`config.mk`:
```
export PLATFORM = sky130hd
export DESIGN_NAME = sram_1rw_arbiter
export DESIGN_NICKNAME = d
export VERILOG_FILES = /design/src/rtl/sram_1rw_arbiter.sv
export SDC_FILE = /design/constraint.sdc
export NUM_CORES = 1
export LEC_CHECK = 0
export CAP_MARGIN = 20
export CELL_PAD_IN_SITES_DETAIL_PLACEMENT = 0
export CELL_PAD_IN_SITES_GLOBAL_PLACEMENT = 1
export CORE_ASPECT_RATIO = 0.9
export CORE_UTILIZATION = 25
export CTS_CLUSTER_DIAMETER = 40
export DETAILED_ROUTE_END_ITERATION = 8
export PLACE_DENSITY = 0.85
export SLEW_MARGIN = 0
export SYNTH_ARGS = -nofsm -noshare
export SYNTH_HDL_FRONTEND = slang
export SYNTH_SLANG_ARGS = --single-unit
```
`constraint.sdc`:
```
create_clock -name CLK -period 1.4 [get_ports CLK]
set_input_delay 0.21 -clock CLK [delete_from_list [all_inputs] [get_ports CLK]]
set_output_delay 0.21 -clock CLK [all_outputs]
set_load 0.02 [all_outputs]
```
`src/rtl/sram_1rw_arbiter.sv`:
```
// sram_1rw_arbiter: shares one single-port 1RW SRAM macro (CEB/WEB active-low,
// 1-cycle read latency) between a write requester and a read requester.
//
// Arbitration: writes win by default. A pending, eligible read is forced through
// after STARVE_MAX consecutive write grants.
//
// Read responses: macro Q is passed through combinationally in the cycle after
// the read grant. If the consumer stalls, Q is captured into a one-entry skid
// register.
//
// Handshakes: a transfer happens on a cycle where valid && ready. A requester
// keeps valid (and its address/data) stable until it sees ready. rd_ready
// depends combinationally on rsp_ready. rsp_valid/rsp_data follow the same
// rule towards the consumer.
//
// Optional feature macro: SRAM_ARB_INIT_EN.
// When it is defined, the block zero-fills addresses 0..DEPTH-1 after reset
// before serving requests. When it is undefined, the block serves requests
// from reset release.
//
// dbg_state exposes the controller state (0 = INIT, 1 = RUN).
module sram_1rw_arbiter #(
    parameter int DATA_W     = 80,
    parameter int ADDR_W     = 5,
    parameter int DEPTH      = 32,
    parameter int STARVE_MAX = 4
) (
    input  logic              CLK,
    input  logic              RSTB,
    input  logic              wr_valid,
    output logic              wr_ready,
    input  logic [ADDR_W-1:0] wr_addr,
    input  logic [DATA_W-1:0] wr_data,
    input  logic              rd_valid,
    output logic              rd_ready,
    input  logic [ADDR_W-1:0] rd_addr,
    output logic              rsp_valid,
    input  logic              rsp_ready,
    output logic [DATA_W-1:0] rsp_data,
    output logic              init_done,
    output logic              sram_ceb,
    output logic              sram_web,
    output logic [ADDR_W-1:0] sram_a,
    output logic [DATA_W-1:0] sram_d,
    input  logic [DATA_W-1:0] sram_q,
    output logic [0:0]        dbg_state
);

    localparam int SW = $clog2(STARVE_MAX + 1);
    localparam logic [SW-1:0] STREAK_MAX = SW'(STARVE_MAX);

    if (DEPTH > (1 << ADDR_W)) begin : g_depth_check
        $error("DEPTH does not fit in ADDR_W address bits");
    end

    typedef enum logic [0:0] {
        ST_INIT = 1'b0,
        ST_RUN  = 1'b1
    } state_t;

    state_t            state;
    logic              init_wr;
    logic [ADDR_W-1:0] init_addr;

`ifdef SRAM_ARB_INIT_EN
    localparam logic [ADDR_W-1:0] INIT_LAST = ADDR_W'(DEPTH - 1);

    state_t            state_q;
    state_t            state_d;
    logic [ADDR_W-1:0] init_cnt_q;
    logic [ADDR_W-1:0] init_cnt_d;

    // INIT walks the address counter once over the array, then hands over to RUN.
    always_comb begin
        state_d    = state_q;
        init_cnt_d = init_cnt_q;
        if (state_q == ST_INIT) begin
            init_cnt_d = init_cnt_q + 1'b1;
            if (init_cnt_q == INIT_LAST) begin
                state_d    = ST_RUN;
                init_cnt_d = '0;
            end
        end
    end

    // State register and zero-fill address counter.
    always_ff @(posedge CLK or negedge RSTB) begin
        if (!RSTB) begin
            state_q    <= ST_INIT;
            init_cnt_q <= '0;
        end else begin
            state_q    <= state_d;
            init_cnt_q <= init_cnt_d;
        end
    end

    assign state     = state_q;
    assign init_wr   = RSTB && (state_q == ST_INIT);
    assign init_addr = init_cnt_q;
`else
    assign state     = ST_RUN;
    assign init_wr   = 1'b0;
    assign init_addr = '0;
`endif

    logic              hold_v_q;
    logic              hold_v_d;
    logic [DATA_W-1:0] hold_data_q;
    logic [DATA_W-1:0] hold_data_d;
    logic              inflight_q;
    logic              inflight_d;
    logic [SW-1:0]     wstreak_q;
    logic [SW-1:0]     wstreak_d;

    logic run;
    logic rd_can;
    logic read_win;
    logic wr_gnt;
    logic rd_gnt;

    // Grant selection: one grant per cycle, write first unless the read has starved.
    // Grants are masked while RSTB is low so the macro stays deselected in reset.
    always_comb begin
        run      = RSTB && (state == ST_RUN);
        rd_can   = (!hold_v_q && !inflight_q) || rsp_ready;
        read_win = rd_valid && rd_can && (!wr_valid || (wstreak_q == STREAK_MAX));
        rd_gnt   = run && read_win;
        wr_gnt   = run && wr_valid && !read_win;
    end

    // Macro drive: zero-fill in INIT, otherwise the current grant, idle otherwise.
    always_comb begin
        sram_ceb = 1'b1;
        sram_web = 1'b1;
        sram_a   = '0;
        sram_d   = '0;
        if (init_wr) begin
            sram_ceb = 1'b0;
            sram_web = 1'b0;
            sram_a   = init_addr;
        end else if (wr_gnt) begin
            sram_ceb = 1'b0;
            sram_web = 1'b0;
            sram_a   = wr_addr;
            sram_d   = wr_data;
        end else if (rd_gnt) begin
            sram_ceb = 1'b0;
            sram_a   = rd_addr;
        end
    end

    // Next-state for the response path and the write-streak counter.
    // Q is only ever sampled in an inflight cycle.
    always_comb begin
        inflight_d  = rd_gnt;
        hold_v_d    = hold_v_q;
        hold_data_d = hold_data_q;
        if (hold_v_q) begin
            if (rsp_ready) begin
                hold_v_d = 1'b0;
            end
        end else if (inflight_q && !rsp_ready) begin
            hold_v_d    = 1'b1;
            hold_data_d = sram_q;
        end

        wstreak_d = wstreak_q;
        if (!rd_valid || rd_gnt) begin
            wstreak_d = '0;
        end else if (wr_gnt && rd_can) begin
            wstreak_d = wstreak_q + 1'b1;
        end
    end

    // Response and arbitration registers; reset drops any read in flight or held.
    always_ff @(posedge CLK or negedge RSTB) begin
        if (!RSTB) begin
            inflight_q  <= 1'b0;
            hold_v_q    <= 1'b0;
            hold_data_q <= '0;
            wstreak_q   <= '0;
        end else begin
            inflight_q  <= inflight_d;
            hold_v_q    <= hold_v_d;
            hold_data_q <= hold_data_d;
            wstreak_q   <= wstreak_d;
        end
    end

    assign wr_ready  = wr_gnt;
    assign rd_ready  = rd_gnt;
    assign rsp_valid = hold_v_q | inflight_q;
    assign rsp_data  = hold_v_q ? hold_data_q : sram_q;
    assign init_done = (state == ST_RUN);
    assign dbg_state = state;

endmodule

```
# Yosys cells after proc, flatten, opt, wreduce, memory -nomap -nowiden
# Index checks and enable logic that the tools add are counted.
# Widths: inputs -> output; s select.
# totals
word_cells	39
ff_bits	85
# op_classes
n_addsub	1
n_eq_ne	1
reduce_logical	19
n_bitwise	2
n_mux	12
# ops
operator	count
$mux 80	2
$mux 5	2
$logic_and 1x1->1	8
$logic_not 1->1	6
$mux 1	6
$mux 3	2
$add 3x1->3 const B	1
$eq 3x3->1 const B	1
$logic_or 1x1->1	3
$reduce_and 2->1	1
$reduce_bool 2->1	1
$not 1->1	1
$or 1x1->1	1

# Logic depth before layout (Yosys ltp)
# Gate-level depths: netlist (run 1).
# depth
ltp_word	10
depth_mapped	5
mapped_depth_nobuf	5

# Least setup slack after synthesis (run 1)
# Ideal clock, no wire load.
# synth_path
kind	flip-flop to output port
start	register wstreak_q[0]
end	output port sram_a[0]
path_buffers	0
t_arrival_ps	1497
path_stages_with_launch	6
path_slack_ps	-307
cell_sequence	dfrtp_1 -> inv_1 -> ha_1 -> a21bo_2 -> nand4_1 -> a21boi_0
# synth_via
elab_chain_len	6
# synth_rtl
element	line	source
start, declared	112	logic [SW-1:0] wstreak_q;
start signal, assigned	186	wstreak_q <= wstreak_d;
$eq 3x3->1 (*)	126	read_win = rd_valid && rd_can && (!wr_valid || (wstreak_q == STREAK_MAX));
$logic_or 1x1->1 (*)	126	
$logic_and 1x1->1 (*)	126	
$logic_and 1x1->1 / $logic_not 1->1 (equally long branches)	127, 128	
$mux 5 / $logic_and 1x1->1 (equally long branches)	146, 128	
$mux 5 (*)	141	end else if (wr_gnt) begin
end, declared	43	output logic [ADDR_W-1:0] sram_a,
# Mark *: on every way between the ends. The rest lies on a longest branch, timed or not.

# Worst setup path in the final report (run 1)
# layout_path
start	register wstreak_q[1]
end	output port sram_d[29]
# layout_via
elab_chain_len	6
# layout_rtl
element	line	source
$eq 3x3->1	126	
$logic_or 1x1->1	126	
$logic_and 1x1->1	126	
$logic_not 1->1	128	wr_gnt = run && wr_valid && !read_win;
$logic_and 1x1->1	128	
$mux 80	141	
end, declared	44	output logic [DATA_W-1:0] sram_d,
# No other way between the ends.

==> results of run 1 <==
==> metrics by stage <==
| step | cell area [µm²] | setup TNS [ps] | hold WS (ps) |
|---|---|---|---|
| floorplan | 5650 | -12070 | -85.6 |
| global placement | 9600 | -182270 | 485 |
| detailed placement | 9600 | -180880 | 487 |
| CTS | 9800 | -141490 | 160 |
| global route | 10100 | -147010 | 195 |
| finish | 10100 | -128450 | 138 |
==> flip-flops by register name, indices dropped and copies added, names as in the netlist <==
name,count
hold_data_q,80
wstreak_q,3
inflight_q,1
hold_v_q,1
==> worst paths after layout <==
kind / from / slack, ps / end
min in group CLK: RSTB / 480 / inflight_q
setup / recovery: wstreak_q[1] / -700 / sram_d[29]
hold reg to reg: hold_data_q[0] / 500 / hold_data_q[0]
max in group asynchronous: RSTB / 190 / hold_data_q[44]
setup reg to reg: hold_v_q / -370 / hold_data_q[47]
hold / removal: RSTB / 140 / hold_data_q[79]
==> tightest hold or removal path: stages <==
cell,delay (ps)
sky130_fd_sc_hd__buf_4,100
sky130_fd_sc_hd__buf_4,150
sky130_fd_sc_hd__buf_4,480
==> power by group through the flow <==
stage                     sequential [mW]  combinational [mW]  clock [mW]
final                                3.37                3.29        2.34
after global routing                 3.45                3.48        2.58
after CTS                            3.37                3.19        2.46
after detailed placement             3.39                3.31           0
after global placement               3.37                3.29           0
after floorplan                      3.31                1.94           0
==> final cells by class <==
cell class | count | area share [%]
Timing Repair Buffer | 405 | 40.8
Multi-Input combinational cell | 279 | 31.5
Sequential cell | 85 | 21.1
Tap cell | 286 | 3.55
Clock buffer | 11 | 2.41
Clock inverter | 5 | 0.410
Inverter | 4 | 0.199
Antenna cell | 2 | 0.0496
==> cells in the final DEF (no fill, tap or decap), types with 2 or more instances in the layout <==
master	Yosys	routed
sky130_fd_sc_hd__buf_6	2	88
sky130_fd_sc_hd__nor4bb_1	2	2
sky130_fd_sc_hd__buf_4	2	41
sky130_fd_sc_hd__clkinvlp_4	0	2
sky130_fd_sc_hd__clkbuf_2	0	16
sky130_fd_sc_hd__buf_2	11	16
sky130_fd_sc_hd__mux2_4	80	80
sky130_fd_sc_hd__o211ai_1	5	5
sky130_fd_sc_hd__inv_4	0	2
sky130_fd_sc_hd__buf_16	0	2
sky130_fd_sc_hd__clkbuf_16	0	14
sky130_fd_sc_hd__o21a_1	2	2
sky130_fd_sc_hd__nand2_1	2	2
sky130_fd_sc_hd__conb_1	1	2
sky130_fd_sc_hd__diode_2	0	2
sky130_fd_sc_hd__and2_4	0	80
sky130_fd_sc_hd__clkdlybuf4s50_1	0	173
sky130_fd_sc_hd__a21oi_1	2	2
sky130_fd_sc_hd__dlygate4sd2_1	0	44
sky130_fd_sc_hd__mux2_2	80	80
sky130_fd_sc_hd__dlymetal6s2s_1	0	3
sky130_fd_sc_hd__buf_12	8	15
sky130_fd_sc_hd__a21boi_2	0	5
sky130_fd_sc_hd__nand4_1	5	5
sky130_fd_sc_hd__inv_2	0	2
sky130_fd_sc_hd__inv_6	0	3
sky130_fd_sc_hd__dfrtp_1	85	84
sky130_fd_sc_hd__nor4b_1	2	2
==> metal layers <==
layer,global-route usage [%],vias up,routed length (µm)
li1,-,2167,-
met1,20.7,2238,8240
met2,30.1,197,10000
met3,6.49,34,1810
met4,6.97,4,588
met5,0,-,29
==> cells by family after synthesis <==
kind of cell	count (synthesis)	synth area share, %
mux	160	39.3
fa+ha+maj	2	0.468
compound gates	20	3.37
other cells	1	0.0701
buf+inv	36	5.64
simple gates	95	11.4
flops	85	39.8
==> timing repair <==
action / 4_1_cts / 5_1_grt
cloned: 2 / 6
buffers inserted: 2 / 6
pin swaps: 2 / 23
resized for setup: 451 / 266
setup endpoints to repair: 254 / 300
==> insert_results.sql, run 1 <==
INSERT INTO impl_metrics (metric_group, metric, value, unit) VALUES
('synth', 'synth.top_cells.by_area', 'sky130_fd_sc_hd__dfrtp_1 (40%), sky130_fd_sc_hd__mux2_4 (22%), sky130_fd_sc_hd__mux2_2 (17%)', ''),
('timing', 'clock-skew-final', '8.18', 'ps'),
('synth', 'yosysWarnings', '0', ''),
('clock_tree', 'cts_sinks', '85', ''),
('grt', 'grt_use_total', '17.9', '%'),
('synth', 'ys_top_cells_by_count', 'sky130_fd_sc_hd__dfrtp_1 (85), sky130_fd_sc_hd__and2_1 (80), sky130_fd_sc_hd__mux2_2 (80), sky130_fd_sc_hd__mux2_4 (80), sky130_fd_sc_hd__buf_2 (11)', ''),
('setup_path', 'crit_cells', '7', ''),
('timing', 'fmaxAchievable', '477', 'MHz'),
('grt', 'number_of_antenna_violations_at_the_first_check_in_global_routing', '4', ''),
('detailed_routing', 'drt-initial-drc-count', '110', ''),
('pwr', 'power.leakage', '4.53', 'nW'),
('placed_design', 'place.detailed.hpwl', '15400', 'µm'),
('placed_design', 'post-place-cells', '1044', ''),
('setup_path', 'critical_path.startpoint_type', 'flip-flop', ''),
('finish', 'num-fill-cells', '1932', ''),
('finish', 'cell_count_final_fillers_out', '1077', ''),
('setup_path', 'worstPathCellList', 'inv_2 -> ha_4 -> a41oi_4 -> clkbuf_16 -> clkbuf_16 -> and2_4 -> buf_6', ''),
('pwr', 'internal-power', '6.42', 'mW'),
('floorplanning', 'die-height', '141', 'µm'),
('finish', 'layout_nets', '961', ''),
('pwr', 'pwr-share-clk', '26.1', '%'),
('setup_path', 'timing.critical_path.mode_cell', 'sky130_fd_sc_hd__clkbuf_16', ''),
('timing', 'setup_slack', '-697', 'ps'),
('synth', 'yosysTopAreaCell', 'sky130_fd_sc_hd__dfrtp_1', ''),
('timing', 'final_critical_period', '2100', 'ps'),
('pwr', 'power.total', '9.00', 'mW'),
('finish', 'multi_input_comb_area', '0.00317', 'mm²'),
('setup_path', 'path_delay_family', 'buffers and inverters', ''),
('min_path', 'min_path_type', 'in -> async', ''),
('pwr', 'comb_power_share', '36.5', '%'),
('timing', 'slew-limit-headroom', '58.1', '%'),
('detailed_routing', 'detailroute.via_count', '4640', ''),
('pwr', 'power.switching', '2.58', 'mW'),
('synth', 'synth_flop_cell', 'sky130_fd_sc_hd__dfrtp_1', ''),
('setup_path', 'cp_num_buf_inv', '4', ''),
('clock_tree', 'h-tree-depth', '3', ''),
('timing', 'timing.final.setup_violations', '253', ''),
('setup_path', 'worst_path_largest_cell_delay', '370', 'ps'),
('timing', 'rsz0062_at_grt', 'true', ''),
('detailed_routing', 'drc', '0', ''),
('detailed_routing', 'first_pass_iters', '4', ''),
('setup_path', 'worstRegToRegCells', '5', ''),
('status', 'violations', 'setup timing', ''),
('clock_tree', 'cts_hold_buf', '0', ''),
('timing', 'slew_viol_final', '0', ''),
('timing', 'timing.final.crit_share', '150', '%'),
('clock_tree', 'cts_tree', 'done', ''),
('synth', 'distinct_cells_synth', '30', ''),
('setup_path', 'crit_path_category', 'reg -> out', ''),
('finish', 'sequential_cell_area_in_the_final_layout', '0.00213', 'mm²'),
('synth', 'yosys.cell_count.top_type', 'sky130_fd_sc_hd__dfrtp_1', ''),
('grt', 'maximum_number_of_pins_on_one_net_before_global_route_repair', '47', ''),
('synth', 'synth_area_per_cell', '13.4', 'µm²'),
('setup_path', 'timing.critical_path.to_type', 'primary output', ''),
('pwr', 'power.share.switching', '28.7', '%'),
('setup_path', 'crit_arrival', '1890', 'ps'),
('detailed_routing', 'route.detailed.wl_per_inst', '19.2', 'µm'),
('floorplanning', 'std_cell_rows', '50', ''),
('clock_tree', 'cts-buffers-inserted', '9', ''),
('synth', 'post_synth_inst_count', '399', ''),
('status', 'run_status', 'complete, but fails checks', ''),
('placed_design', 'placement.setup.worst_slack', '-1100', 'ps'),
('pwr', 'vdd.ir_drop.worst', '0.537', 'mV'),
('finish', 'area_delta_synth_final', '88.5', '%'),
('timing', 'worst_pin_slew', '629', 'ps'),
('grt', 'overflow', '0', ''),
('setup_path', 'critical-path-slowest-cell', 'sky130_fd_sc_hd__dfrtp_1', ''),
('floorplanning', 'placeableCoreArea', '0.0209', 'mm²'),
('synth', 'yosysTopAreaCellShare', '39.8', '%'),
('synth', 'synth-edff-count', '0', ''),
('grt', 'grt_pass1_wl', '29200', 'µm');
(Power assumes the default switching activity.)
==> inputs of run 2 (changes only) <==
Settings changed: CORE_MARGIN from default to 5.
==> run 2 against run 1 <==
Effect of this change:
- the flow still finishes with violations (setup timing)
- sequential power about the same
- via count increased by 2.7%
- final cell count up 2.2%
- flip-flop and latch count stayed put
- critical path type unchanged
- critical endpoint is now sram_d[4]
- largest power group is now combinational logic
==> insert_results.sql, run 2 (synthesis results as in run 1) <==
INSERT INTO impl_metrics (metric_group, metric, value, unit) VALUES
('timing', 'slew_viol_final', '0', ''),
('pwr', 'pwr-share-clk', '26.8', '%'),
('clock_tree', 'cts.clk_slew.worst_paths', '70', 'ps'),
('placed_design', 'gp_routability_congestion', '0.841', ''),
('timing', 'rsz0062_at_grt', 'true', ''),
('setup_path', 'critical_path.startpoint_type', 'flip-flop', ''),
('floorplanning', 'initial_core_util', '25.5', '%'),
('finish', 'num-fill-cells', '1884', ''),
('setup_path', 'worstPathCellList', 'o21bai_4 -> a41oi_4 -> buf_12 -> buf_12 -> buf_6 -> and2_4 -> buf_6', ''),
('detailed_routing', 'drt-initial-drc-count', '141', ''),
('pwr', 'power.switching', '2.66', 'mW'),
('detailed_routing', 'detail_route.wirelength', '23300', 'µm'),
('setup_path', 'worstRegToRegCells', '7', ''),
('pwr', 'vdd.ir_drop.worst', '0.655', 'mV'),
('setup_path', 'worst_path_largest_cell_delay', '510', 'ps'),
('floorplanning', 'dieWidth', '164', 'µm'),
('timing', 'final-hold-violation-count', '0', ''),
('timing', 'timing.final.setup_violations', '253', ''),
('finish', 'layout_commonest_cell', 'sky130_fd_sc_hd__clkdlybuf4s50_1', ''),
('finish', 'layout-drive-gt1-share', '63.6', '%'),
('finish', 'layout_common_cells', 'sky130_fd_sc_hd__clkdlybuf4s50_1 (173), sky130_fd_sc_hd__buf_6 (88), sky130_fd_sc_hd__dfrtp_1 (84)', ''),
('timing', 'final_critical_period', '2060', 'ps'),
('detailed_routing', 'wl_met2', '11700', 'µm'),
('detailed_routing', 'drc', '0', ''),
('timing', 'worst_pin_slew', '596', 'ps'),
('placed_design', 'placement.setup.worst_slack', '-1080', 'ps'),
('setup_path', 'setup.reg_to_reg.worst_slack', '-640', 'ps'),
('pwr', 'power.total', '9.30', 'mW'),
('finish', 'largest_register_ff_count', '80', ''),
('min_path', 'min_path_type', 'in -> async', ''),
('clock_tree', 'cts_tree', 'done', ''),
('finish', 'largestRegisters', 'hold_data_q: 80 flops, wstreak_q: 3 flops', ''),
('clock_tree', 'clockBufferDepth', '2', ''),
('setup_path', 'critical-path-slowest-cell', 'sky130_fd_sc_hd__dfrtp_4', ''),
('timing', 'timing.hold.ws', '188', 'ps'),
('grt', 'number_of_global_route_vias_before_repair', '5131', ''),
('timing', 'setup_slack', '-657', 'ps'),
('timing', 'clock-skew-final', '9.98', 'ps'),
('floorplanning', 'placeableCoreArea', '0.0210', 'mm²'),
('finish', 'largest-register', 'hold_data_q', ''),
('floorplanning', 'top_level_ports', '347', ''),
('grt', 'number_of_antenna_violations_at_the_first_check_in_global_routing', '2', ''),
('floorplanning', 'die-height', '149', 'µm'),
('clock_tree', 'cts_sinks', '85', ''),
('job', 'timing.max_cap.violations', '0', ''),
('pwr', 'power.leakage', '4.69', 'nW'),
('setup_path', 'critical_path_required', '1190', 'ps'),
('grt', 'maximum_number_of_pins_on_one_net_before_global_route_repair', '43', ''),
('clock_tree', 'clock_latency', '340', 'ps'),
('status', 'violations', 'setup timing', ''),
('setup_path', 'crit_arrival', '1850', 'ps'),
('pwr', 'power.share.switching', '28.6', '%'),
('timing', 'slew-limit-headroom', '60.3', '%'),
('setup_path', 'cp_num_buf_inv', '4', ''),
('clock_tree', 'h-tree-depth', '3', ''),
('detailed_routing', 'drtAntennaViolNets', '0', ''),
('grt', 'overflow', '0', ''),
('detailed_routing', 'detailroute.via_count', '4767', ''),
('grt', 'grt_use_total', '17.5', '%'),
('timing', 'fmaxAchievable', '486', 'MHz'),
('status', 'run_status', 'complete, but fails checks', ''),
('setup_path', 'timing.critical_path.to_type', 'primary output', ''),
('clock_tree', 'cts-buffers-inserted', '9', ''),
('placed_design', 'numPortBuffers', '344', ''),
('finish', 'post-route-util', '50.2', '%'),
('detailed_routing', 'met3RoutedLength', '2420', 'µm'),
('detailed_routing', 'top_signal_layer_used', 'met5', ''),
('grt', 'grt_pass1_wl', '32300', 'µm'),
('placed_design', 'place.detailed.hpwl', '17000', 'µm'),
('detailed_routing', 'route.detailed.wl_per_inst', '21.1', 'µm'),
('detailed_routing', 'first_pass_iters', '4', ''),
('setup_path', 'worst_r2r_startpoint', 'hold_v_q', ''),
('floorplanning', 'dieArea', '0.0244', 'mm²'),
('timing', 'sum_of_negative_setup_slack', '-144060', 'ps'),
('pwr', 'cellPowerDensity', '884', 'mW/mm²'),
('setup_path', 'path_delay_family', 'buffers and inverters', ''),
('floorplanning', 'std_cell_rows', '50', ''),
('setup_path', 'crit_fanout', '9', ''),
('finish', 'layout_nets', '987', ''),
('setup_path', 'r2r-end', 'hold_data_q[79]', ''),
('setup_path', 'crit_path_category', 'reg -> out', ''),
('detailed_routing', 'route.layer.met1.wl', '8760', 'µm'),
('timing', 'timing.final.crit_share', '147', '%'),
('pwr', 'share_seq_of_total_power', '36.3', '%'),
('finish', 'area_delta_synth_final', '96.5', '%'),
('clock_tree', 'ctsRootBufferMaster', 'sky130_fd_sc_hd__clkbuf_16', ''),
('pwr', 'internal-power', '6.64', 'mW'),
('pwr', 'comb_power_share', '36.9', '%'),
('detailed_routing', 'vias_per_cell', '4.33', '');
## run 2: cell types whose count changed in the layout (fill, tap and decap cells not counted), moves of 8 or more
cell	before	now
sky130_fd_sc_hd__buf_4	41	65
sky130_fd_sc_hd__dlygate4sd2_1	44	12
sky130_fd_sc_hd__and2_2	0	8
sky130_fd_sc_hd__and2_4	80	72
sky130_fd_sc_hd__buf_16	2	12
sky130_fd_sc_hd__clkbuf_2	16	6
sky130_fd_sc_hd__buf_2	16	34
sky130_fd_sc_hd__clkdlybuf4s15_2	1	17
## run 2: what timing repair did
item / 4_1_cts / 5_1_grt
pin swaps: 11 / 8
hold endpoints to repair: 8 / 0
buffers inserted: 10 / 12
hold buffers: 1 / 0
cloned: 7 / 8
setup endpoints to repair: 253 / 253
resized for setup: 688 / 128
## run 2: power groups by stage
stage	clock, mW	sequential (mW)	combinational, mW
floorplan	0	3.31	1.94
global placement	0	3.37	3.32
detailed placement	0	3.40	3.33
CTS	2.60	3.37	3.32
global route	2.66	3.44	3.64
finish	2.49	3.37	3.43
## run 2: metrics by stage
step | cell area, µm² | cells
6_report | 10500 | 1101
3_5_place_dp | 9580 | 1047
3_3_place_gp | 9580 | 1047
2_1_floorplan | 5650 | 400
5_1_grt | 10500 | 1101
4_1_cts | 10000 | 1080
## run 2: worst max-delay path by stage
stage / from / endpoint / slack (ps) / depth (start not counted)
floorplan: wstreak_q[0] / sram_d[74] / -100 / 5
global placement: rsp_ready / sram_d[70] / -1070 / 7
detailed placement: rsp_ready / sram_d[67] / -1080 / 7
CTS: hold_v_q / sram_d[76] / -690 / 6
global route: hold_v_q / sram_d[4] / -730 / 7
finish: hold_v_q / sram_d[4] / -660 / 7
## run 2: final cells by class
class | instances | area, µm² | area share, %
inverters | 4 | 22.5 | 0.214
clock buffers | 9 | 225 | 2.14
well taps | 286 | 358 | 3.40
repair buffers | 431 | 4530 | 43.1
diodes | 1 | 2.50 | 0.0238
flip-flops and latches | 85 | 2130 | 20.3
clock inverters | 6 | 71.3 | 0.678
multi-input cells | 279 | 3170 | 30.1
## run 2: routing by layer
layer / global-route usage (%) / vias up
li1: - / 2228
met1: 20.2 / 2297
met2: 30.1 / 214
met3: 7.41 / 26
met4: 4.15 / 2
met5: 0 / -
## run 2: worst min-delay path, cell delays in order
cell and delay, ps:
sky130_fd_sc_hd__buf_4 90, sky130_fd_sc_hd__buf_4 180, sky130_fd_sc_hd__buf_4 510
==> inputs of run 3 (changes only) <==
Settings changed: CAP_MARGIN 20 to default, MAX_ROUTING_LAYER from default to met4, RECOVER_POWER from default to 25.
==> run 3 against run 2 <==
Effect of this change:
- critical path depth unchanged
- global-route usage up 0.51 points
- largest cell class unchanged
- utilization up 0.25 points
- critical endpoint unchanged
- the flow still finishes with violations (setup timing)
- combinational power barely moved
- clock-buffer cell count unchanged
==> insert_results.sql, run 3 (synthesis results as in run 1) <==
INSERT INTO impl_metrics (metric_group, metric, value, unit) VALUES
('status', 'run_status', 'complete, but fails checks', ''),
('status', 'violations', 'setup timing', ''),
('grt', 'number_of_global_route_vias_before_repair', '5151', ''),
('grt', 'grt_use_total', '18.0', '%'),
('pwr', 'cellPowerDensity', '882', 'mW/mm²'),
('clock_tree', 'clockBufferDepth', '2', ''),
('pwr', 'power.share.switching', '28.6', '%'),
('finish', 'layout_nets', '987', ''),
('floorplanning', 'std_cell_rows', '50', ''),
('detailed_routing', 'route.layer.met1.wl', '9060', 'µm'),
('timing', 'setup_slack', '-657', 'ps'),
('timing', 'timing.final.crit_share', '147', '%'),
('setup_path', 'crit_arrival', '1850', 'ps'),
('pwr', 'pwr-share-clk', '26.7', '%'),
('detailed_routing', 'met3RoutedLength', '2210', 'µm'),
('pwr', 'share_seq_of_total_power', '36.2', '%'),
('setup_path', 'timing.critical_path.to_type', 'primary output', ''),
('floorplanning', 'initial_core_util', '25.5', '%'),
('timing', 'final_critical_period', '2060', 'ps'),
('finish', 'layout-drive-gt1-share', '63.6', '%'),
('clock_tree', 'cts_sinks', '85', ''),
('min_path', 'min_path_type', 'in -> async', ''),
('detailed_routing', 'vias_per_cell', '4.32', ''),
('detailed_routing', 'drt-initial-drc-count', '142', ''),
('finish', 'largest-register', 'hold_data_q', ''),
('timing', 'clock-skew-final', '11.0', 'ps'),
('grt', 'overflow', '0', ''),
('floorplanning', 'dieWidth', '164', 'µm'),
('setup_path', 'critical_path.startpoint_type', 'flip-flop', ''),
('placed_design', 'post-place-cells', '1047', ''),
('clock_tree', 'ctsRootBufferMaster', 'sky130_fd_sc_hd__clkbuf_16', ''),
('detailed_routing', 'wl_met2', '11800', 'µm'),
('floorplanning', 'placeableCoreArea', '0.0210', 'mm²'),
('timing', 'final-hold-violation-count', '0', ''),
('pwr', 'vdd.ir_drop.worst', '0.655', 'mV'),
('floorplanning', 'die-height', '149', 'µm'),
('clock_tree', 'cts.clk_slew.worst_paths', '70', 'ps'),
('timing', 'fmaxAchievable', '486', 'MHz'),
('setup_path', 'critical_path_required', '1190', 'ps'),
('finish', 'cell_count_final_fillers_out', '1102', ''),
('timing', 'slew-limit-headroom', '22.2', '%'),
('pwr', 'power.leakage', '4.70', 'nW'),
('placed_design', 'gp_routability_congestion', '0.854', ''),
('finish', 'largestRegisters', 'hold_data_q: 80 flops, wstreak_q: 3 flops', ''),
('detailed_routing', 'route.detailed.wl_per_inst', '21.2', 'µm'),
('finish', 'post-route-util', '50.4', '%'),
('timing', 'timing.final.setup_violations', '289', ''),
('pwr', 'power.switching', '2.66', 'mW'),
('clock_tree', 'cts_tree', 'done', ''),
('detailed_routing', 'first_pass_iters', '4', ''),
('grt', 'grt_pass1_wl', '32200', 'µm'),
('grt', 'maximum_number_of_pins_on_one_net_before_global_route_repair', '43', ''),
('setup_path', 'crit_path_category', 'reg -> out', ''),
('detailed_routing', 'detail_route.wirelength', '23400', 'µm'),
('finish', 'largest_register_ff_count', '80', ''),
('timing', 'rsz0062_at_grt', 'true', ''),
('pwr', 'internal-power', '6.65', 'mW'),
('detailed_routing', 'drc', '0', ''),
('placed_design', 'numPortBuffers', '344', ''),
('grt', 'number_of_antenna_violations_at_the_first_check_in_global_routing', '2', ''),
('finish', 'layout_commonest_cell', 'sky130_fd_sc_hd__clkdlybuf4s50_1', ''),
('clock_tree', 'h-tree-depth', '3', ''),
('clock_tree', 'clock_latency', '340', 'ps'),
('timing', 'slew_viol_final', '0', ''),
('floorplanning', 'dieArea', '0.0244', 'mm²'),
('placed_design', 'place.detailed.hpwl', '17000', 'µm'),
('timing', 'worst_pin_slew', '1170', 'ps'),
('detailed_routing', 'detailroute.via_count', '4766', ''),
('finish', 'layout_common_cells', 'sky130_fd_sc_hd__clkdlybuf4s50_1 (173), sky130_fd_sc_hd__buf_6 (87), sky130_fd_sc_hd__dfrtp_1 (84)', ''),
('floorplanning', 'top_level_ports', '347', ''),
('finish', 'area_delta_synth_final', '97.5', '%'),
('setup_path', 'crit_fanout', '9', ''),
('clock_tree', 'cts-buffers-inserted', '9', ''),
('detailed_routing', 'drtAntennaViolNets', '0', ''),
('job', 'timing.max_cap.violations', '0', ''),
('detailed_routing', 'top_signal_layer_used', 'met4', ''),
('pwr', 'comb_power_share', '37.1', '%');
## run 3: cell types whose count changed in the layout (fill, tap and decap cells not counted), sizes merged
| cell | delta |
|---|---|
| clkdlybuf4s15 | +2 |
| diode | +1 |
| buf | -2 |
## run 3: worst max-delay path, cell delays in order, from the launching register on
cell and delay [ps]:
sky130_fd_sc_hd__dfrtp_4 510, sky130_fd_sc_hd__o21bai_4 200, sky130_fd_sc_hd__a41oi_4 120, sky130_fd_sc_hd__buf_12 180, sky130_fd_sc_hd__buf_12 130, sky130_fd_sc_hd__buf_6 100
sky130_fd_sc_hd__and2_4 120, sky130_fd_sc_hd__buf_6 130
## run 3: timing repair
item                                   CTS  global route
endpoints found under the hold margin    8             0
setup endpoints to repair              253           253
hold buffers                             1             0
gates resized for setup                688           132
setup buffers                           10            13
gates cloned                             7             8
pin swaps                               11            13
## run 3: final timing paths
kind                                 startpoint         endpoint  slack (ps)  cells after the start
worst max-delay path                   hold_v_q        sram_d[4]        -660                      7
worst min-delay path                       RSTB  hold_data_q[64]         430                      3
worst max register to register         hold_v_q  hold_data_q[79]        -640                      7
worst min register to register  hold_data_q[35]  hold_data_q[35]         500                      1
max in group asynchronous                  RSTB  hold_data_q[19]        -150                      4
min in group CLK                           RSTB     wstreak_q[0]         430                      4
## run 3: area by class of cell
cell class / count / area (µm²)
inverters: 4 / 22.5
diodes: 2 / 5.00
well taps: 286 / 358
clock inverters: 6 / 71.3
flip-flops and latches: 85 / 2130
multi-input cells: 279 / 3220
clock buffers: 9 / 225
fillers: 1874 / 10400
repair buffers: 431 / 4540
## run 3: metrics by stage
stage	hold slack, ps	setup TNS, ps	instance area (µm²)	setup slack, ps	power [mW]
floorplan	-85.6	-12070	5650	-97.5	5.25
global placement	189	-183330	9580	-1070	6.69
detailed placement	194	-184990	9580	-1080	6.73
CTS	203	-147900	10000	-688	9.29
global route	451	-178080	10600	-730	9.77
finish	426	-149480	10600	-657	9.31
## run 3: per-layer routing
| layer | vias up | track usage, % |
|---|---|---|
| met5 | - | - |
| met4 | 0 | 4.19 |
| met3 | 23 | 6.85 |
| met2 | 205 | 30.0 |
| met1 | 2308 | 20.7 |
| li1 | 2230 | - |
## run 3: power by group through the flow
stage / combinational (mW) / sequential (mW) / clock [mW]
after floorplan: 1.94 / 3.31 / 0
after detailed placement: 3.33 / 3.40 / 0
after global routing: 3.66 / 3.44 / 2.66
after global placement: 3.32 / 3.37 / 0
final: 3.45 / 3.37 / 2.49
after CTS: 3.32 / 3.37 / 2.60
